$ cat src/rtl/serial_negate_pkg.sv
// Shared types and helpers for the serial negate / abs unit.
// Optional macro SERIAL_NEGATE_SAT_EN is consumed by serial_negate.
package serial_negate_pkg;

  typedef enum logic [1:0] {
    IDLE = 2'd0,
    BUSY = 2'd1,
    DONE = 2'd2
  } state_t;

  localparam logic MODE_NEG = 1'b0;
  localparam logic MODE_ABS = 1'b1;

  function automatic int cnt_w(input int n);
    int w;
    w = $clog2(n);
    return (w < 1) ? 1 : w;
  endfunction

endpackage

$ cat src/rtl/full_adder.sv
// Single-bit full adder, the building block of the digit slice.
module full_adder (
  input  logic i_a,
  input  logic i_b,
  input  logic i_cin,
  output logic o_sum,
  output logic o_cout
);

  assign o_sum  = i_a ^ i_b ^ i_cin;
  assign o_cout = (i_a & i_b) | (i_cin & (i_a ^ i_b));

endmodule

$ cat src/rtl/serial_negate_digit.sv
// negate_digit: DIGIT-wide conditional invert-and-increment slice,
// a ripple chain of full adders with the B operand tied low.
module negate_digit #(
  parameter int DIGIT = 1
) (
  input  logic [DIGIT-1:0] a,
  input  logic             inv,
  input  logic             cin,
  output logic [DIGIT-1:0] y,
  output logic             cout
);

  logic [DIGIT:0] w_c;

  assign w_c[0] = cin;

  for (genvar i = 0; i < DIGIT; i++) begin : g_fa
    full_adder u_fa (
      .i_a    (a[i] ^ inv),
      .i_b    (1'b0),
      .i_cin  (w_c[i]),
      .o_sum  (y[i]),
      .o_cout (w_c[i+1])
    );
  end

  assign cout = w_c[DIGIT];

endmodule

$ cat src/rtl/serial_negate.sv
// Multi-cycle two's-complement negate / abs, DIGIT bits per cycle.
// Define SERIAL_NEGATE_SAT_EN to saturate the overflow case to max positive.
module serial_negate
  import serial_negate_pkg::*;
#(
  parameter int WIDTH = 8,
  parameter int DIGIT = 1
) (
  input  logic             clk,
  input  logic             reset,
  input  logic             in_valid,
  output logic             in_ready,
  input  logic [WIDTH-1:0] in_a,
  input  logic             in_mode,
  output logic             out_valid,
  input  logic             out_ready,
  output logic [WIDTH-1:0] out_y,
  output logic             out_ovf,
  output logic             out_zero
);

  localparam int N  = WIDTH / DIGIT;
  localparam int CW = cnt_w(N);
  localparam logic [CW-1:0] LAST = CW'(N - 1);
  localparam logic [WIDTH-1:0] MIN_NEG =
    {1'b1, {(WIDTH-1){1'b0}}};
  localparam logic [WIDTH-1:0] MAX_POS = ~MIN_NEG;

  if (WIDTH < 2) begin : g_bad_width
    $error("serial_negate: WIDTH must be >= 2");
  end
  if (DIGIT < 1 || (WIDTH % DIGIT) != 0) begin : g_bad_digit
    $error("serial_negate: WIDTH must be divisible by DIGIT");
  end

  state_t r_state;
  state_t w_state_nxt;

  logic [WIDTH-1:0] r_a;
  logic [WIDTH-1:0] r_y;
  logic [CW-1:0]    r_cnt;
  logic             r_inv;
  logic             r_carry;
  logic             r_min;
  logic             r_ovf;
  logic             r_zero;

  logic             w_accept;
  logic             w_last;
  logic             w_inv;
  logic [DIGIT-1:0] w_dy;
  logic             w_cout;
  logic [WIDTH-1:0] w_dy_ext;
  logic [WIDTH-1:0] w_y_shift;
  logic [WIDTH-1:0] w_y_fin;

  assign in_ready  = (r_state == IDLE);
  assign out_valid = (r_state == DONE);
  assign out_y     = r_y;
  assign out_ovf   = r_ovf;
  assign out_zero  = r_zero;

  assign w_accept = in_valid && in_ready;
  assign w_last   = (r_cnt == LAST);
  assign w_inv    = (in_mode == MODE_NEG) ||
                    ((in_mode == MODE_ABS) && in_a[WIDTH-1]);

  // r_a shifts right each cycle so the active digit is always the LSBs
  negate_digit #(.DIGIT(DIGIT)) u_digit (
    .a    (r_a[DIGIT-1:0]),
    .inv  (r_inv),
    .cin  (r_carry),
    .y    (w_dy),
    .cout (w_cout)
  );

  always_comb begin
    w_dy_ext = '0;
    w_dy_ext[WIDTH-1 -: DIGIT] = w_dy;
    w_y_shift = (r_y >> DIGIT) | w_dy_ext;
    w_y_fin = w_y_shift;
`ifdef SERIAL_NEGATE_SAT_EN
    if (r_min) w_y_fin = MAX_POS;
`else
    if (r_min) w_y_fin = MIN_NEG;
`endif
  end

  always_ff @(posedge clk or posedge reset) begin
    if (reset) r_state <= IDLE;
    else       r_state <= w_state_nxt;
  end

  always_comb begin
    w_state_nxt = r_state;
    unique case (r_state)
      IDLE:    if (w_accept)  w_state_nxt = BUSY;
      BUSY:    if (w_last)    w_state_nxt = DONE;
      DONE:    if (out_ready) w_state_nxt = IDLE;
      default: w_state_nxt = IDLE;
    endcase
  end

  always_ff @(posedge clk or posedge reset) begin
    if (reset) begin
      r_a     <= '0;
      r_y     <= '0;
      r_cnt   <= '0;
      r_inv   <= 1'b0;
      r_carry <= 1'b0;
      r_min   <= 1'b0;
      r_ovf   <= 1'b0;
      r_zero  <= 1'b0;
    end else begin
      unique case (r_state)
        IDLE: if (w_accept) begin
          r_a     <= in_a;
          r_y     <= '0;
          r_cnt   <= '0;
          r_inv   <= w_inv;
          r_carry <= w_inv;
          r_min   <= w_inv && (in_a == MIN_NEG);
          r_ovf   <= 1'b0;
          r_zero  <= 1'b0;
        end
        BUSY: begin
          r_a     <= r_a >> DIGIT;
          r_carry <= w_cout;
          r_cnt   <= r_cnt + 1'b1;
          if (w_last) begin
            r_y    <= w_y_fin;
            r_ovf  <= r_min;
            r_zero <= (w_y_fin == '0);
          end else begin
            r_y <= w_y_shift;
          end
        end
        default: ;
      endcase
    end
  end

endmodule
$ cat config.mk
export PLATFORM = sky130hd
export DESIGN_NAME = serial_negate
export DESIGN_NICKNAME = d
export VERILOG_FILES = /design/src/rtl/serial_negate_pkg.sv /design/src/rtl/full_adder.sv /design/src/rtl/serial_negate_digit.sv /design/src/rtl/serial_negate.sv
export SDC_FILE = /design/constraint.sdc
export NUM_CORES = 1
export LEC_CHECK = 0
export ABC_AREA = 1
export CAP_MARGIN = 20
export CORE_AREA = 4 4 68 86
export CTS_CLUSTER_SIZE = 24
export DETAILED_ROUTE_END_ITERATION = 6
export DIE_AREA = 0 0 72 90
export DONT_BUFFER_PORTS = 1
export GPL_ROUTABILITY_DRIVEN = 1
export HOLD_SLACK_MARGIN = 0.12
export RECOVER_POWER = 100
export SYNTH_ARGS = -nofsm -noshare
export SYNTH_HDL_FRONTEND = slang
export SYNTH_SLANG_ARGS = --single-unit
$ cat constraint.sdc
create_clock -name clk -period 1.8 [get_ports clk]
set_input_delay 0.36 -clock clk [delete_from_list [all_inputs] [get_ports clk]]
set_output_delay 0.36 -clock clk [all_outputs]
set_load 0.05 [all_outputs]
==> flow_summary.json <==
{
  "drv_cap": 0,
  "start_util_pct": 24.7,
  "die_w_um": 72,
  "cts_root_buf": "clkbuf_8",
  "drtIter0Drc": 54,
  "slew_headroom_pct": 55.2,
  "fin_nets": 168,
  "hold_class": "in -> reg",
  "syn_nets": 162,
  "power_frac_clock_pct": 12.8,
  "pwr-share-comb_pct": 35.7,
  "p_seq_share_pct": 51.4,
  "clk-insertion-delay-late_ps": 260,
  "layout.cells.non_filler": 212,
  "wl_per_cell_um": 12.1,
  "yosys-top-cells-count": "nand2_1 (40), dfrtp_1 (26), inv_1 (19)",
  "timing.rr.start": "r_state[0]",
  "p_switching_mw": 1.19,
  "yosysUniqueCellTypes": 19,
  "min_from": "out_ready",
  "cts_tree": "yes",
  "post-route-period-util_pct": 85.6,
  "crit_type": "reg -> out",
  "gp_congestion": 0.770,
  "grt_pass1_vias": 940,
  "diodes": 0,
  "synth-edff-count": 0,
  "syn_avg_cell_area_um2": 8.46,
  "ys_warn_count": 0,
  "ys_ff_latch": 26,
  "cts.sinks": 26,
  "fp.coreArea_mm2": 0.00501,
  "io_buffers": 0,
  "cp-start-kind": "flop",
  "synth_top_area_share_pct": 52.7,
  "ys_dominant_reg_cell": "dfrtp_1",
  "p_leak_nw": 0.703,
  "rr_worst_depth": 5,
  "dp_hpwl_um": 1940,
  "clock_path_buffers": 2,
  "drive_gt1_share_pct": 6.67,
  "num_vias": 955,
  "r2r_setup_slack_ps": 290,
  "crit_family": "flip-flops",
  "max_freq_mhz": 649,
  "overflow": 0,
  "endpoint_kind": "output pin",
  "swShare_pct": 48.1,
  "die_area_mm2": 0.00648,
  "p_int_mw": 1.29,
  "cp_max_fo": 7,
  "ys_seq_area_share_pct": 52.7,
  "setup-violations-final": 0,
  "status": "complete, no violations",
  "numCtsBuffers": 3,
  "p_per_area_mw_per_mm2": 1840,
  "crit_slowest_cell": "dfrtp_1",
  "synthArstFlopShare_pct": 100,
  "wirelength_um": 2570,
  "crit_buf_inv": 1,
  "synthTopCellsByArea": "dfrtp_1 (53%), nand2_1 (12%), nand3_1 (6.5%)",
  "area_growth_pct": 9.02,
  "syn_area_mm2": 0.00123,
  "rsz0062_at_grt": "false",
  "antenna_found_initial": 0,
  "post-route-min-period_ps": 1540,
  "grt_start_max_net_pins": 27,
  "maxSlewViolCount": 0,
  "setup_tns_ps": 0,
  "arrival_ps": 1180,
  "grt_pass1_wl_um": 4380,
  "dpl.cell_count": 208,
  "ir_drop_v": 0.000413,
  "crit_chain": "nor2_1 > clkbuf_2",
  "hold-path-cell-count": 1,
  "max_stage_delay_ps": 470,
  "h-tree-depth": 1,
  "r2r-end": "r_a[0]",
  "cp.required_ps": 1440,
  "io_pins": 25,
  "via_per_inst": 4.50,
  "ant_nets": 0,
  "yosys.area.top_type": "dfrtp_1",
  "dr.pass1.iters": 4,
  "path_clk_slew_ps": 80,
  "route.detailed.drc": 0,
  "grt_usage_pct": 8.44,
  "row_count": 29,
  "yosysMostFrequentCell": "nand2_1",
  "whs_endpoint": "r_state[1]",
  "hold_viol_final": 0,
  "synth_cells": 146,
  "fin_skew_ps": 1.97,
  "worstMarginPinSlew_ps": 671,
  "die_y_um": 90,
  "fillerInstances": 559
}
==> kinds of logic after synthesis <==
logic type | Yosys count | share of synthesized area (%)
buffers and inverters | 26 | 9.32
and+or+nand+nor | 67 | 23.0
xor gates and xnor gates | 1 | 0.709
DFF | 26 | 52.7
adders and majority gates | 3 | 3.04
AOI/OAI and AO/OA | 23 | 11.2
==> cell type report <==
type / instances / area, µm² / area share, %
Sequential cell: 26 / 651 / 48.3
Timing Repair Buffer: 5 / 32.5 / 2.42
Multi-Input combinational cell: 94 / 462 / 34.3
Inverter: 22 / 82.6 / 6.13
Tap cell: 62 / 77.6 / 5.76
Clock buffer: 3 / 41.3 / 3.07
==> worst reg2reg max path, delay by kind of cell, from the launching register on <==
kind / cells / cell delay (ps)
buf+inv: 1 / 80
simple gates: 3 / 700
flops: 1 / 480
compound gates: 1 / 130
==> power groups by stage <==
stage / clock, mW / combinational (mW) / sequential [mW]
after floorplan: 0 / 0.792 / 1.24
after detailed placement: 0 / 0.936 / 1.30
after global placement: 0 / 0.921 / 1.30
after CTS: 0.324 / 0.943 / 1.29
final: 0.318 / 0.886 / 1.28
after global routing: 0.345 / 1.03 / 1.31
==> routing by layer <==
layer	wire (µm)	part of all wire [%]	GRT usage (%)
met1	1080	42	10.0
met2	1320	51	14.3
met5	0	0	0
met3	129	5.0	2.34
met4	42	1.6	2.82
==> per-stage QoR <==
step           worst slack, ps  hold WS [ps]  util [%]  power, mW  cell area, µm²
2_1_floorplan             85.7           400         -       2.03            1230
3_3_place_gp               468           328      26.2       2.22            1310
3_5_place_dp               439           326      26.2       2.23            1310
4_1_cts                    297           179      27.2       2.55            1360
5_1_grt                    137           182      26.9       2.69            1350
6_report                   260           182      26.9       2.48            1350
==> state kept, by name, indices dropped and copies added (netlist names) <==
signal and flops:
out_y 8, r_a 8, r_state 2, r_cnt 3, r_min 1, r_carry 1
out_zero 1, out_ovf 1, r_inv 1
==> cell usage in the layout, fill, tap and decap left out <==
cell	n
o21ai_2	1
buf_4	1
dfrtp_1	26
nor2_1	7
clkbuf_8	3
clkbuf_2	3
o211ai_1	1
dlygate4sd3_1	1
nand2_1	41
nand3_1	16
o21ai_0	14
ha_1	3
inv_1	21
o31ai_1	4
a22o_1	2
xor2_1	1
nor2_2	1
o21ai_1	1
nor3_1	2
inv_2	1
==> worst max-delay path by stage <==
stage / startpoint / endpoint / slack (ps) / cells after the start
finish: r_state[0] / in_ready / 260 / 2
global route: r_state[0] / r_a[6] / 140 / 5
CTS: r_state[0] / in_ready / 300 / 2
detailed placement: r_cnt[0] / out_y[7] / 440 / 6
global placement: r_cnt[0] / out_y[0] / 470 / 5
floorplan: r_state[0] / r_carry / 90 / 5
==> timing repair <==
item / CTS / global route
resized for setup: 0 / 0
hold buffers: 1 / 0
setup buffers: 0 / 0
endpoints found under the hold margin: 26 / 0
(Power assumes the default switching activity.)
